<file path="config.mk">
export PLATFORM = sky130hd
export DESIGN_NAME = alu_byte_sequencer
export DESIGN_NICKNAME = d
export VERILOG_FILES = /design/src/rtl/alu_pkg.sv /design/src/rtl/alu_byte_sequencer.sv
export SDC_FILE = /design/constraint.sdc
export NUM_CORES = 1
export LEC_CHECK = 0
export ABC_CLOCK_PERIOD_IN_PS = 1500
export CELL_PAD_IN_SITES_DETAIL_PLACEMENT = 1
export CELL_PAD_IN_SITES_GLOBAL_PLACEMENT = 1
export CORE_AREA = 2 2 97 99
export DETAILED_ROUTE_END_ITERATION = 6
export DIE_AREA = 0 0 99 101
export GPL_ROUTABILITY_DRIVEN = 1
export GPL_TIMING_DRIVEN = 0
export HOLD_SLACK_MARGIN = 0.03
export PLACE_DENSITY_LB_ADDON = 0.25
export SLEW_MARGIN = 25
export SYNTH_ARGS = -nofsm -noshare
export SYNTH_HDL_FRONTEND = slang
export SYNTH_SLANG_ARGS = --single-unit
</file>
<file path="constraint.sdc">
create_clock -name clk -period 1.5 [get_ports clk]
set_input_delay 0.225 -clock clk [delete_from_list [all_inputs] [get_ports clk]]
set_output_delay 0.225 -clock clk [all_outputs]
set_load 0.02 [all_outputs]
</file>
<file path="src/rtl/alu_pkg.sv">
// Shared definitions for the byte-serial ALU issue path: op encodings, ALU width,
// and the sequencer state type.
package alu_pkg;

  localparam logic [3:0] OP_ADD = 4'd0;
  localparam int         ALU_W  = 8;

  typedef enum logic [1:0] {
    IDLE = 2'd0,
    RUN  = 2'd1,
    DONE = 2'd2
  } seq_state_t;

endpackage

</file>
<file path="src/rtl/alu_byte_sequencer.sv">
// Issues one wide command to an 8-bit combinational ALU one byte per clock (LSB first),
// chaining carry where the op calls for it, and returns the assembled wide result.
module alu_byte_sequencer
  import alu_pkg::*;
#(
  parameter int          NBYTES     = 2,
  parameter logic [15:0] CHAIN_MASK = 16'h0001
) (
  input  logic                  clk,
  input  logic                  rst_n,
  input  logic                  cmd_valid,
  output logic                  cmd_ready,
  input  logic [3:0]            cmd_oper,
  input  logic [8*NBYTES-1:0]   cmd_a,
  input  logic [8*NBYTES-1:0]   cmd_b,
  input  logic                  cmd_cin,
  output logic [7:0]            alu_a,
  output logic [7:0]            alu_b,
  output logic [3:0]            alu_oper,
  output logic                  alu_cin,
  input  logic [7:0]            alu_sum,
  input  logic                  alu_cout,
  output logic                  res_valid,
  input  logic                  res_ready,
  output logic [8*NBYTES-1:0]   res_data,
  output logic                  res_cout
);

  localparam int W     = 8 * NBYTES;
  localparam int CNT_W = $clog2(NBYTES) + 1;
  localparam logic [CNT_W-1:0] LAST_CNT = CNT_W'(NBYTES - 1);

  seq_state_t       r_state;
  logic [W-1:0]     r_a_sh;
  logic [W-1:0]     r_b_sh;
  logic [W-1:0]     r_res_sh;
  logic [W-1:0]     r_res_data;
  logic [3:0]       r_oper;
  logic             r_cin;
  logic             r_carry;
  logic             r_chain;
  logic [CNT_W-1:0] r_cnt;
  logic             r_res_cout;
  logic             r_cmd_ready;
  logic             r_res_valid;
  logic [W-1:0]     w_res_next;

  // New byte enters at the top; shift form keeps NBYTES=1 legal (no empty slice).
  assign w_res_next = (r_res_sh >> ALU_W) | (W'(alu_sum) << (W - ALU_W));

  assign alu_a     = r_a_sh[ALU_W-1:0];
  assign alu_b     = r_b_sh[ALU_W-1:0];
  assign alu_oper  = r_oper;
  assign alu_cin   = r_carry;
  assign cmd_ready = r_cmd_ready;
  assign res_valid = r_res_valid;
  assign res_data  = r_res_data;
  assign res_cout  = r_res_cout;

  always_ff @(posedge clk) begin
    if (!rst_n) begin
      r_state     <= IDLE;
      r_a_sh      <= '0;
      r_b_sh      <= '0;
      r_res_sh    <= '0;
      r_res_data  <= '0;
      r_oper      <= '0;
      r_cin       <= 1'b0;
      r_carry     <= 1'b0;
      r_chain     <= 1'b0;
      r_cnt       <= '0;
      r_res_cout  <= 1'b0;
      r_cmd_ready <= 1'b1;
      r_res_valid <= 1'b0;
    end else begin
      case (r_state)
        IDLE: begin
          if (cmd_valid) begin
            r_a_sh      <= cmd_a;
            r_b_sh      <= cmd_b;
            r_oper      <= cmd_oper;
            r_cin       <= cmd_cin;
            r_carry     <= cmd_cin;
            r_chain     <= CHAIN_MASK[cmd_oper];
            r_cnt       <= '0;
            r_cmd_ready <= 1'b0;
            r_state     <= RUN;
          end
        end
        RUN: begin
          r_res_sh <= w_res_next;
          r_a_sh   <= r_a_sh >> ALU_W;
          r_b_sh   <= r_b_sh >> ALU_W;
          r_carry  <= r_chain ? alu_cout : r_cin;
          r_cnt    <= r_cnt + CNT_W'(1);
          if (r_cnt == LAST_CNT) begin
            r_res_data  <= w_res_next;
            r_res_cout  <= alu_cout;
            r_res_valid <= 1'b1;
            r_state     <= DONE;
          end
        end
        DONE: begin
          // Returning to IDLE costs a cycle, so a handshake here never overlaps an accept.
          if (res_ready) begin
            r_res_valid <= 1'b0;
            r_cmd_ready <= 1'b1;
            r_state     <= IDLE;
          end
        end
        default: r_state <= IDLE;
      endcase
    end
  end

endmodule

</file>
==> reports/summary.txt, run 1 <==
Required @ worst endpoint: 1.71 ns
RSZ-0062 raised after global routing: true
layout cell share with drive strength beyond 1: 16.45%
post-synth top area share: 48.61%
cts bufs inserted: 9
Mapped Area: 2883 um2
hold slack: 0.2564 ns
number of synthesized flops with an enable pin: 0
clk buf depth: 2
total die area: 9999 um2
Layout fillers: 1104
Initial Util: 32.11%
Routed Antenna Nets: 0
Critical Path End Type: flop
drt first pass iters: 4
via count: 2661
most used flip-flop cell after synthesis: dfxtp_1
Synth async-reset ratio: 0%
Clk network pwr share: 35.6%
Post-Route WL: 8169 um
core box area: 8977 um2
Slew headroom: 62.49%
Area growth syn-to-layout: 40.97%
# rows: 35
Yosys cell types: 28
DRC: 0
first-pass GRT wire length: 13760 um
Pwr Density: 1116 nW/um2
Period minus WS final: 1.401 ns
Mapped Nets: 404
Synth Instances: 353
internal power: 3.320 mW
synth warn: 0
critical path launch point type: flop
Hold Crit Class: primary input to flop
Final Util: 45.27%
CTS tree: done
Clk pin slew, worst setup/hold paths: 0.08 ns
worst skew pair latency: 0.34 ns
Die H: 101 um
crit-path max FO: 10
most numerous cell in the Yosys netlist: nand2_1
RD Place Congestion: 0.7617
initial antenna violation count: 0
Die W: 99 um
WS Path Type: flop to flop
largest net degree at the start of global routing: 19
fmax: 0.7139 GHz
Comb pwr share: 19.3%
root buffer cell: clkbuf_8
gr ovfl total: 0
routed vias/inst: 4.693
switch share: 26.79%
post-synthesis sequential area ratio: 48.61%
Synth area leaders: dfxtp_1 (49%), nand2_1 (10%), a21oi_1 (9.0%), buf_4 (5.7%), nor3_1 (5.6%)
PortBufs: 88
CTS Sinks: 70
post-synth top area cell: dfxtp_1
vias in the first global route: 2823
DP Wirelength: 6058 um
Psw: 1.215 mW
Nets: 503
peak supply drop: 0.4818 mV
Seq pwr share: 45.1%
CP Data Arrival Time: 1.61 ns
DRT iter0 DRCs: 35
leakage dissipation: 1.675 nW
I/O pin count: 90
skew final: 0.01047 ns
final critical-path share of the clock period: 93.39%
Wirelength per Cell: 14.41 um
flops & latches, synth: 70
mean post-synth cell area: 8.166 um2
Hold Violations, Final: 0
most frequent cells after synthesis: nand2_1 (79), dfxtp_1 (70), a21oi_1 (52)
Power Total: 4.535 mW
Slew @ Worst Pin: 0.5626 ns
status: finished, final reports clean
max-cap viol count: 0
Slew Limit Fails: 0
n_diodes: 0
htree depth: 3
final-report setup violation count: 0
GRT Resource Usage Total: 17.48%
critical path: stages, from the launching register on:
cell	delay, ns
dfxtp_1	0.31
buf_6	0.13
or3b_1	0.36
buf_4	0.17
buf_6	0.14
nand3_1	0.09
a21oi_1	0.07
state kept, by name, indices dropped and copies added, names as in the netlist, 2 cells and up:
register	cells
r_a_sh	16
r_cnt	2
res_data	16
alu_oper	4
r_res_sh	8
r_b_sh	16
r_state	2
per-layer routing:
metal  GRT usage [%]  vias up  routed length, um
li1                -     1351                  -
met1           21.44     1230               3730
met2           30.41       70               3919
met3           3.537       10                401
met4           6.322        0                118
met5               0        -                  0
power groups by stage:
stage	clock network [mW]	logic, mW	registers, mW
after floorplan	0	0.520	2.10
after global placement	0	0.917	2.08
after detailed placement	0	0.936	2.09
after CTS	1.65	0.888	2.05
after global routing	1.74	0.973	2.06
final	1.62	0.873	2.04
path summary, 6_finish.rpt:
| kind | startpoint | cells after the start | to | slack (ns) |
|---|---|---|---|---|
| max | r_state[1] | 6 | r_cnt[1] | 0.1 |
| min | rst_n | 3 | r_b_sh[4] | 0.26 |
| max reg2reg | r_state[1] | 6 | r_cnt[1] | 0.1 |
| min reg2reg | r_res_sh[14] | 2 | res_data[6] | 0.45 |
final cells by class:
| class | count | area (um2) | area share (%) |
|---|---|---|---|
| Sequential cell | 70 | 1401 | 34.48 |
| Multi-Input combinational cell | 236 | 1169 | 28.76 |
| Timing Repair Buffer | 89 | 838.3 | 20.63 |
| Buffer | 44 | 306.5 | 7.543 |
| Tap cell | 111 | 138.9 | 3.417 |
| Clock buffer | 10 | 127.6 | 3.140 |
| Clock inverter | 5 | 75.07 | 1.847 |
| Inverter | 2 | 7.507 | 0.1847 |
cell usage in the layout (no fill, tap or decap):
| cell | n |
|---|---|
| nand2_1 | 79 |
| dfxtp_1 | 70 |
| a21oi_1 | 52 |
| clkdlybuf4s50_1 | 48 |
| dlygate4sd2_1 | 40 |
| nor3_1 | 32 |
| buf_4 | 23 |
| o21ai_0 | 17 |
| nor2_2 | 16 |
| nand3_1 | 15 |
| clkbuf_8 | 9 |
| clkbuf_1 | 8 |
| buf_2 | 7 |
| nand2b_1 | 6 |
| buf_6 | 4 |
| nand3_2 | 4 |
| nor2_1 | 3 |
| clkinv_2 | 3 |
| nor2b_1 | 2 |
| clkbuf_4 | 2 |
| bufinv_16 | 2 |
| inv_1 | 1 |
| or3b_1 | 1 |
| nor3b_2 | 1 |
| and3b_1 | 1 |
| nand3b_1 | 1 |
| inv_2 | 1 |
| clkbuf_2 | 1 |
| buf_8 | 1 |
| a211oi_1 | 1 |
| nor4_1 | 1 |
| mux2_2 | 1 |
| a31oi_1 | 1 |
| a2bb2oi_1 | 1 |
| ha_1 | 1 |
kinds of logic (layout without fill, tap and decap cells):
logic type | Yosys count | in the layout | share of synthesized area, %
compound gates | 72 | 72 | 12.76
flops | 70 | 70 | 48.61
simple gates | 162 | 162 | 26.95
fa+ha+maj | 1 | 1 | 0.4340
buf+inv | 47 | 150 | 10.85
mux | 1 | 1 | 0.3906
through the flow:
step                setup slack [ns]  setup TNS (ns)  instance area, um2  instances
floorplan                     0.1837               0                2883        353
global placement             -0.1716          -6.185                3902        552
detailed placement           -0.2025          -7.085                3902        552
CTS                          0.05124               0                4058        567
global route                -0.01627        -0.04386                4064        567
finish                       0.09915               0                4064        567
what timing repair did:
item / 4_1_cts / 5_1_grt
pin swaps: 1 / 0
resized for setup: 40 / 4
setup buffers: 1 / 0
hold endpoints to repair: 0 / 0
hold buffers: 0 / 0
endpoints found under the setup margin: 48 / 24
Power figures use the tool's default switching activity.
==> inputs of run 2 (changes only) <==
--- a/config.mk
+++ b/config.mk
@@ -6,6 +6,7 @@
 export NUM_CORES = 1
 export LEC_CHECK = 0
 export ABC_CLOCK_PERIOD_IN_PS = 1500
+export CAP_MARGIN = 20
 export CELL_PAD_IN_SITES_DETAIL_PLACEMENT = 1
 export CELL_PAD_IN_SITES_GLOBAL_PLACEMENT = 1
 export CORE_AREA = 2 2 97 99
==> results of run 2 <==
The final DEF is identical to that of run 1; final timing and power are the same.
==> variant, RTL diff (config.mk and constraints of run 1) <==
The 3 states of `seq_state_t` get a one-hot encoding in 3 bits.
--- a/src/rtl/alu_pkg.sv
+++ b/src/rtl/alu_pkg.sv
@@ -7,6 +7,6 @@
 
-  typedef enum logic [1:0] {
-    IDLE = 2'd0,
-    RUN  = 2'd1,
-    DONE = 2'd2
+  typedef enum logic [2:0] {
+    IDLE = 3'b001,
+    RUN  = 3'b010,
+    DONE = 3'b100
   } seq_state_t;
Check against the original RTL: same outputs for any inputs over 10 cycles, from zero or initial values and one cycle with rst_n low; not proved beyond that.
==> variant against run 1 <==
Worst setup slack worse by 13 ps; final area down 1.8%; first-iteration DRC count up 69%; sequential cell count up 1; synthesized area down 3.2%; via count down 1.4%; final cell count down 1.8%; routed wire length down 0.23%; total power down 9.2%; synthesized cell count down 3.1%; critical path type unchanged.
==> variant: results (changes against run 1) <==
setup_path:
  reg2reg_depth: 7  # was 6
  crit_arrival_ps: 1680  # was 1610 ps
  cp_slowest_stage_delay_ps: 310  # was 360 ps
  timing.rr.end: "res_data[2]"  # was r_cnt[1]
  rr_startpoint: "r_cnt[1]"  # was r_state[1]
  regToRegSetupSlack_ps: 90
  cp_top_family: "buffers and inverters"  # was simple AND/OR/NAND/NOR gates
  cp_slowest_cell: "dfxtp_1"  # was or3b_1
  worstPathMaxFanout: 6  # was 10
placement:
  gp_congestion: 0.733  # was 0.762
  place_ws_ps: -176  # was -203 ps
  hpwlAfterDp_um: 6000  # was 6060 um
synth:
  synth_adder_area_share_pct: 0.448  # was 0.434%
  synth_common_cells: "nand2_1, dfxtp_1, a21oi_1"  # unchanged
  synth-seq-area-share_pct: 50.9  # was 48.6%
  synthesis.nets: 393  # was 404
  synthDistinctLibCells: 30  # was 28
  ys_warn_count: 0  # unchanged
  synth_area_leaders: "dfxtp_1, nand2_1, a21oi_1"  # unchanged
  synth_seq_cells: 71  # was 70
  synth_compound_gate_area_share_pct: 14.9  # was 12.8%
  synth_mux_area_share_pct: 0.404  # was 0.391%
power:
  power_leakage_nw: 1.65  # was 1.67 nW
  peakVddDrop_mv: 0.349  # was 0.482 mV
  cellInternalPower_mw: 3.07  # was 3.32 mW
clock_network:
  cts.clk_slew.worst_paths_ps: 70
  clk_latency_ps: 340  # about the same
  cts_inserted_buffers: 9  # unchanged
route:
  drt-total-wl_um: 8150  # was 8170 um
  dr.first_iter.drc_count: 59  # was 35
  drtPass1Iterations: 4  # unchanged
  vias: 2625  # was 2661
sta:
  fin_skew_ps: 5.91  # was 10.5 ps
  worst_pin_slew_ps: 550  # was 563 ps
hold_path:
  min_path_cells: 2  # was 3
  whs_endpoint: "r_state[0]"  # was r_b_sh[4]
grt:
  grt_usage_pct: 16.7  # was 17.5%
  grt_pass1_vias: 2659  # was 2823
  antenna_found_initial: 0  # unchanged
  grt_pass1_wl_um: 13100  # was 13800 um
  grt_max_degree: 11  # was 19
layout:
  nNetsFinal: 494  # was 503
  layout-drive-gt1-share_pct: 13.9  # was 16.4%
run_status:
  run_status: "finished clean"  # unchanged
## variant: changes by cell type after synthesis, moves of 3 or more
cell,change
a31oi_1,+5
o21ai_0,-11
nor3_1,-10
nand3_2,-4
nand2b_1,-4
nand2_1,+26
buf_4,-4
a21oi_1,-3
nor2_2,-16
buf_2,+6
clkbuf_1,-4
nand3_1,-11
o22ai_1,+11
## variant: how the worst max path moves through the flow
stage                   end  slack, ps  cells past startpoint    startpoint
6_report        res_data[2]         90                      7      r_cnt[1]
5_1_grt         res_data[1]        -40                      7      r_cnt[1]
4_1_cts        res_data[13]        0.1                      1  res_data[13]
3_5_place_dp      r_a_sh[9]       -180                      6     cmd_valid
3_3_place_gp    alu_oper[2]       -170                      6     cmd_valid
2_1_floorplan  res_data[10]        140                      6      r_cnt[0]
## variant: repair_timing
item,in CTS,in global routing
setup endpoints to repair,49,62
gates resized for setup,41,11
buffers inserted,2,0
hold buffers,0,0
pin swaps,0,1
## variant: stage by stage
stage / hold slack (ps) / std cells / area (um2) / utilization, %
finish: 171 / 557 / 3990 / 44.5
CTS: 156 / 557 / 3960 / 44.2
global placement: 439 / 541 / 3810 / 42.4
detailed placement: 449 / 541 / 3810 / 42.4
floorplan: 358 / 342 / 2790 / -
global route: 170 / 557 / 3990 / 44.5
## variant: cell type report
cell class                 count  area (um2)
inverter                       3        11.3
timing repair buffer          90         850
sequential                    71        1430
fill                        1084        4980
buffer                        42         293
tap                          111         139
multi-input combinational    226        1090
clock buffer                  14         183
## variant: metal layers
metal,wire length [um],up-vias,track usage [%]
li1,-,1334,-
met1,3770,1224,21.2
met2,3980,65,28.5
met5,0,-,0
met4,19,0,4.43
met3,375,2,4.09
## variant: cells by family (layout without fill, tap and decap cells)
family	after synthesis	count (layout)
simple gates	147	147
compound gates	77	77
flops	71	71
buf+inv	45	149
fa+ha+maj	1	1
mux	1	1
## variant: power by group through the flow
stage / clock, mW / combinational, mW / sequential (mW)
finish: 1.43 / 0.649 / 2.03
global route: 1.56 / 0.710 / 2.04
CTS: 1.48 / 0.655 / 2.03
detailed placement: 0 / 0.690 / 2.08
global placement: 0 / 0.680 / 2.07
floorplan: 0 / 0.353 / 2.07
